[src/rtl/mem_wb_skid.sv]
// MEM->WB pipeline boundary: a two-entry (head + skid) FIFO whose ready is registered-only.
// Drives the register-file write strobe and counts retired entries.
module mem_wb_skid #(
    parameter int DATA_W = 32,
    parameter int ADDR_W = 5,
    parameter int CNT_W  = 32
) (
    input  logic              clk,
    input  logic              rst,
    input  logic              rdy,
    input  logic              flush,
    input  logic              in_valid,
    output logic              in_ready,
    input  logic [DATA_W-1:0] in_rd_data,
    input  logic [ADDR_W-1:0] in_rd_addr,
    input  logic              in_rd_en,
    output logic              out_valid,
    input  logic              out_ready,
    output logic [DATA_W-1:0] wb_rd_data,
    output logic [ADDR_W-1:0] wb_rd_addr,
    output logic              wb_we,
    output logic [1:0]        occupancy,
    output logic [CNT_W-1:0]  retire_cnt
);

    typedef struct packed {
        logic              en;
        logic [ADDR_W-1:0] addr;
        logic [DATA_W-1:0] data;
    } entry_t;

    entry_t           head_q;
    entry_t           skid_q;
    entry_t           in_entry;
    logic [1:0]       occ_q;
    logic [CNT_W-1:0] cnt_q;
    logic             accept;
    logic             retire;

    assign in_entry = {in_rd_en, in_rd_addr, in_rd_data};

    // in_ready looks only at registered occupancy, never at out_ready.
    assign in_ready  = rdy && (occ_q != 2'd2);
    assign out_valid = (occ_q != 2'd0);
    assign accept    = in_valid && in_ready && !flush;
    assign retire    = rdy && out_valid && out_ready && !flush;
    assign wb_we     = rdy && out_valid && out_ready && head_q.en && (head_q.addr != '0);

    assign wb_rd_data = head_q.data;
    assign wb_rd_addr = head_q.addr;
    assign occupancy  = occ_q;
    assign retire_cnt = cnt_q;

    always_ff @(posedge clk) begin
        // NOTE: entry payloads are reset and cleared on emptying, because an empty head must read as zero.
        if (rst) begin
            occ_q  <= 2'd0;
            head_q <= '0;
            skid_q <= '0;
            cnt_q  <= '0;
        end else if (rdy) begin
            if (flush) begin
                occ_q  <= 2'd0;
                head_q <= '0;
                skid_q <= '0;
            end else begin
                if (retire) cnt_q <= cnt_q + CNT_W'(1);
                case (occ_q)
                    2'd0: begin
                        if (accept) begin
                            head_q <= in_entry;
                            occ_q  <= 2'd1;
                        end
                    end
                    2'd1: begin
                        if (accept && retire) begin
                            head_q <= in_entry;
                        end else if (accept) begin
                            skid_q <= in_entry;
                            occ_q  <= 2'd2;
                        end else if (retire) begin
                            head_q <= '0;
                            occ_q  <= 2'd0;
                        end
                    end
                    2'd2: begin
                        // Full: nothing can be accepted, so a retire just promotes the skid entry.
                        if (retire) begin
                            head_q <= skid_q;
                            skid_q <= '0;
                            occ_q  <= 2'd1;
                        end
                    end
                    default: occ_q <= 2'd0;
                endcase
            end
        end
    end

endmodule

[config.mk]
export PLATFORM = sky130hd
export DESIGN_NAME = mem_wb_skid
export DESIGN_NICKNAME = d
export VERILOG_FILES = /design/src/rtl/mem_wb_skid.sv
export SDC_FILE = /design/constraint.sdc
export NUM_CORES = 1
export LEC_CHECK = 0
export CAP_MARGIN = 40
export CELL_PAD_IN_SITES_DETAIL_PLACEMENT = 0
export CELL_PAD_IN_SITES_GLOBAL_PLACEMENT = 1
export CORE_MARGIN = 2
export CORE_UTILIZATION = 35
export CTS_CLUSTER_SIZE = 20
export DETAILED_ROUTE_END_ITERATION = 16
export DONT_BUFFER_PORTS = 1
export PLACE_DENSITY = 0.65
export SLEW_MARGIN = 20
export SYNTH_ARGS = -nofsm -noshare
export SYNTH_HDL_FRONTEND = slang
export SYNTH_SLANG_ARGS = --single-unit
[constraint.sdc]
create_clock -name clk -period 2.48 [get_ports clk]
set_clock_uncertainty 0.2 [all_clocks]
set_input_delay 0.372 -clock clk [delete_from_list [all_inputs] [get_ports clk]]
set_output_delay 0.372 -clock clk [all_outputs]
set_load 0.05 [all_outputs]
**Yosys cells after proc, flatten, opt, wreduce, memory -nomap -nowiden**

Cells that the tools add are included.
Widths: inputs -> output; s select.

- Input port bits: 44
- Output and inout bits: 74
- Bits in registers: 110

- Eq/ne operators: 10
- Reduce and logical (&&, ||, !) cells: 19
- Multiplexer cells: 17
- Add/subtract/negate cells: 1
- Bitwise gates (word level): 1

Operators by type and width:

| cell | number |
|---|---|
| $mux 38 | 8 |
| $pmux 38 s3 | 1 |
| $pmux 38 s2 | 1 |
| $add 32x1->32 const B | 1 |
| $mux 2 | 6 |
| $ne 3x3->1 const B | 4 |
| $ne 4x4->1 const B | 3 |
| $reduce_and 5->1 | 2 |
| $logic_and 1x1->1 | 9 |
| $pmux 2 s3 | 1 |
| $reduce_and 6->1 | 1 |
| $reduce_bool 5->1 | 1 |
| $reduce_bool 4->1 | 1 |
| $reduce_and 3->1 | 1 |
| $reduce_bool 3->1 | 1 |
| $eq 2x1->1 const B | 1 |
| $eq 2x2->1 const B | 1 |
| $logic_not 2->1 | 1 |
| $ne 2x2->1 const B | 1 |
| $reduce_bool 2->1 | 1 |
| $logic_not 1->1 | 1 |
| $not 1->1 | 1 |

**Depth between registers and ports, before layout**

- Depth in word-level cells: 9
- Depth in mapped cells: 10
- Depth with buffers taken out: 7

**Worst setup path after synthesis**

No wires, ideal clock.

- Kind: register to output
- Start point: register occ_q[0], in the netlist occupancy[0]
- End point: output wb_we
- Data arrival time: 2.547 ns
- Cell stages (with the launch flop): 6
- Path slack: -0.639 ns
- Buffers on the path: 1
- Cells stage by stage: dfxtp_1 > inv_1 > ha_1 > nand2b_1 > clkbuf_1 > a211oi_1

- Word-level cells in the longest chain between the ends: 5

RTL lines:

| element | RTL line | text |
|---|---|---|
| start: declaration | 35 | `logic [1:0] occ_q;` |
| start signal: assignment | 57 | `occ_q <= 2'd0;` |
| start signal: assignment | 63 | `occ_q <= 2'd0;` |
| start signal: assignment | 72 | `occ_q <= 2'd1;` |
| $reduce_bool 2->1 | 44 | `assign out_valid = (occ_q != 2'd0);` |
| $logic_and 1x1->1 (4 in a row) | 47 | `assign wb_we = rdy && out_valid && out_ready && head_q.en && (head_q.addr != '0);` |
| end: declaration | 21 | `output logic wb_we,` |

Every way passes these cells.

**Worst setup path after layout**

Same ends and word-level chain as after synthesis.

==> results_dict.tcl <==
set metrics [dict create \
    required_ps 1910 \
    ys_ff_latch 110 \
    power.density_nw_per_um2 604 \
    ff2ff_path_depth 8 \
    instances_no_fill 750 \
    fin_nets 616 \
    port_buffers 0 \
    drive_gt1_share_pct 13.3 \
    min-delay-path-class "input port to flip-flop" \
    synthFlopType "dfxtp_1" \
    fillers 1363 \
    die_h_um 124 \
    diodes 0 \
    cts_htree_levels 3 \
    fmax_mhz 422 \
    grt_setup_unrepaired "false" \
    criticalPathCategory "flip-flop to primary output" \
    ant_nets 0 \
    p_leak_nw 2.26 \
    regToRegSetupSlack_ps 170 \
    regArea_um2 2200 \
    seq_power_share_pct 51.8 \
    synth_area_um2 5010 \
    power_switching_w 0.000873 \
    core_um2 13900 \
    path_cells "inv_1, ha_1, nand2b_1, buf_4, a211oi_2, buf_6" \
    synthCells 537 \
    cts_tree "built" \
    design_area_um2 6020 \
    dieArea_um2 15300 \
    cp-end-kind "primary output" \
    grt.busiest_layer "met2" \
    gr-usage-all-layers_pct 17.7 \
    synth.avg_cell_area_um2 9.32 \
    clockBufferDepth 2 \
    hold_viol_final 0 \
    critPathTopFamily "buffers and inverters" \
    syn_to_final_growth_pct 20.2 \
    max_cap_viol_count 0 \
    gp_congestion 0.799 \
    cp.arrival_ps 1800 \
    grtUsageMet1_pct 22.7 \
    ir_drop_mv 0.336 \
    hold_depth 2 \
    crit_buf_inv 3 \
    fin_crit_sh_pct 95.5 \
    grt_start_max_net_pins 48 \
    pwr-share-comb_pct 9.4 \
    multi_input_area_um2 2400 \
    pin_count 118 \
    synth_warnings 0 \
    grt_overflow_total 0 \
    setup.worst_path.start_class "flip-flop" \
    relSlewSlack_pct 56.2 \
    drtIter0Drc 273 \
    synth-edff-count 0 \
    insertion_delay_ps 350 \
    cts_buffers 9 \
    synth_seq_area_share_pct 44.0 \
    maxSlewViolCount 0 \
    antenna_found_initial 0 \
    final_common_cell "dfxtp_1" \
    grtUsageMet3_pct 4.58 \
    switching_share_pct 24.0 \
    firstDrtPassIters 4 \
    grt_pass1_wl_um 20600 \
    clk_pin_slew_worst_paths_ps 60 \
    use_met2_pct 28.6 \
    synth_cell_types 37 \
    power_frac_clock_pct 38.8 \
    post-route-drc-count 0 \
    die_x_um 124 \
    finalSetupViolCount 0 \
    place_hpwl_um 7960 \
    hold_ws_ps 15.8 \
    final_cell_mix "dfxtp_1 (108), nand2_1 (54), buf_4 (45), dlygate4sd3_1 (43), nand2b_1 (40)" \
    path_depth 6 \
    place_area_um2 5260 \
    num_vias 3919 \
    p_int_w 0.00276 \
    grt_pass1_vias 3915 \
    cp_max_fo 6 \
    start_util_pct 35.9 \
    synth_nets 585 \
    crit_slowest_cell "dfxtp_2" \
    max_stage_delay_ps 360 \
    cts.sinks 110 \
    status "finished clean" \
    min_period_ps 2370 \
    wirelength_um 13500 \
    placedCellCount 692 \
    worst_pin_slew_ps 656 \
    vias_per_cell 5.23 \
    root_buffer "clkbuf_16" \
    row_count 43 \
    ys_async_sr_fraction_pct 0 \
    wl_per_cell_um 18.0 \
]
worst register-to-register path: stages, from the launching register on:
cell and delay [ps]:
dfxtp_2 360, inv_1 80, ha_1 240, nand4bb_4 300, nor4_4 270, buf_4 180, nand3_4 100, or3_1 370
a21oi_1 150
metal layers:
layer | wire, µm | share of wire, %
met1 | 6000 | 45
met5 | 0 | 0
met4 | 196 | 1.5
met2 | 6250 | 46
met3 | 1030 | 7.6
cells by family after synthesis:
group | Yosys count | share of synthesized area (%)
xor+xnor | 28 | 4.90
flops | 110 | 44.0
simple gates | 180 | 18.6
mux | 39 | 7.80
compound gates | 95 | 14.5
fa+ha+maj | 4 | 1.00
buf+inv | 81 | 9.20
registers in the layout (all words and copies together) (netlist names):
signal,count
retire_cnt,32
wb_rd_addr,5
wb_rd_data,32
head_q,1
occupancy,2
skid_q,38
cells in the mapped netlist, types with 2 or more instances:
cell	count	area, µm²
a21oi_1	9	45.0
a22oi_1	38	285
and3_1	3	18.8
and4_1	4	35.0
buf_1	3	11.3
buf_2	8	40.0
buf_4	37	278
clkbuf_1	25	93.8
dfxtp_1	110	2200
ha_1	4	50.1
inv_1	7	26.3
mux2i_1	39	390
nand2_1	54	203
nand2b_1	40	250
nand3_1	8	40.0
nand4_1	14	87.6
nor2_1	35	131
nor2b_1	4	25.0
nor3_1	4	20.0
o21a_1	2	15.0
o21ai_0	5	25.0
o2bb2ai_1	38	333
or3_1	6	37.5
xnor2_1	8	70.1
xor2_1	20	175
path summary, 6_finish.rpt:
| check | startpoint | endpoint |
|---|---|---|
| hold / removal | rst | skid_q[24]$_SDFFE_PP0P_ |
| setup reg to reg | occupancy[0]$_SDFFE_PP0P_ | retire_cnt[31]$_SDFFE_PP0P_ |
| setup / recovery | occupancy[0]$_SDFFE_PP0P_ | wb_we |
| hold reg to reg | skid_q[37]$_SDFFE_PP0P_ | skid_q[37]$_SDFFE_PP0P_ |
power groups by stage:
stage / logic (W) / clock network [W] / registers, W
6_report: 0.000340 / 0.00141 / 0.00188
5_1_grt: 0.000366 / 0.00151 / 0.00189
4_1_cts: 0.000343 / 0.00146 / 0.00188
3_5_place_dp: 0.000260 / 0 / 0.00192
3_3_place_gp: 0.000248 / 0 / 0.00192
2_1_floorplan: 0.000270 / 0 / 0.00187
cell type report:
| cell class | instances | area share (%) |
|---|---|---|
| repair buffers | 94 | 14.7 |
| flip-flops and latches | 110 | 36.6 |
| multi-input cells | 346 | 39.8 |
| inverters | 7 | 0.437 |
| well taps | 180 | 3.74 |
| clock buffers | 11 | 4.03 |
| clock inverters | 2 | 0.582 |
stage by stage:
stage / TNS (ps) / setup slack (ps) / utilization, % / total power [W]
finish: 0 / 112 / 43.2 / 0.00363
global route: 0 / 3.53 / 43.2 / 0.00376
CTS: 0 / 6.17 / 43.0 / 0.00368
detailed placement: -3.58 / -3.58 / 37.8 / 0.00218
global placement: 0 / 74.1 / 37.6 / 0.00217
floorplan: 0 / 29.5 / - / 0.00214
timing repair:
action | in CTS | in global routing
setup buffers | 1 | 0
gates resized for setup | 0 | 4
pin swaps | 1 | 0
hold buffers | 44 | 0
hold endpoints to repair | 72 | 0
endpoints found under the setup margin | 1 | 14
(Power assumes the default switching activity.)
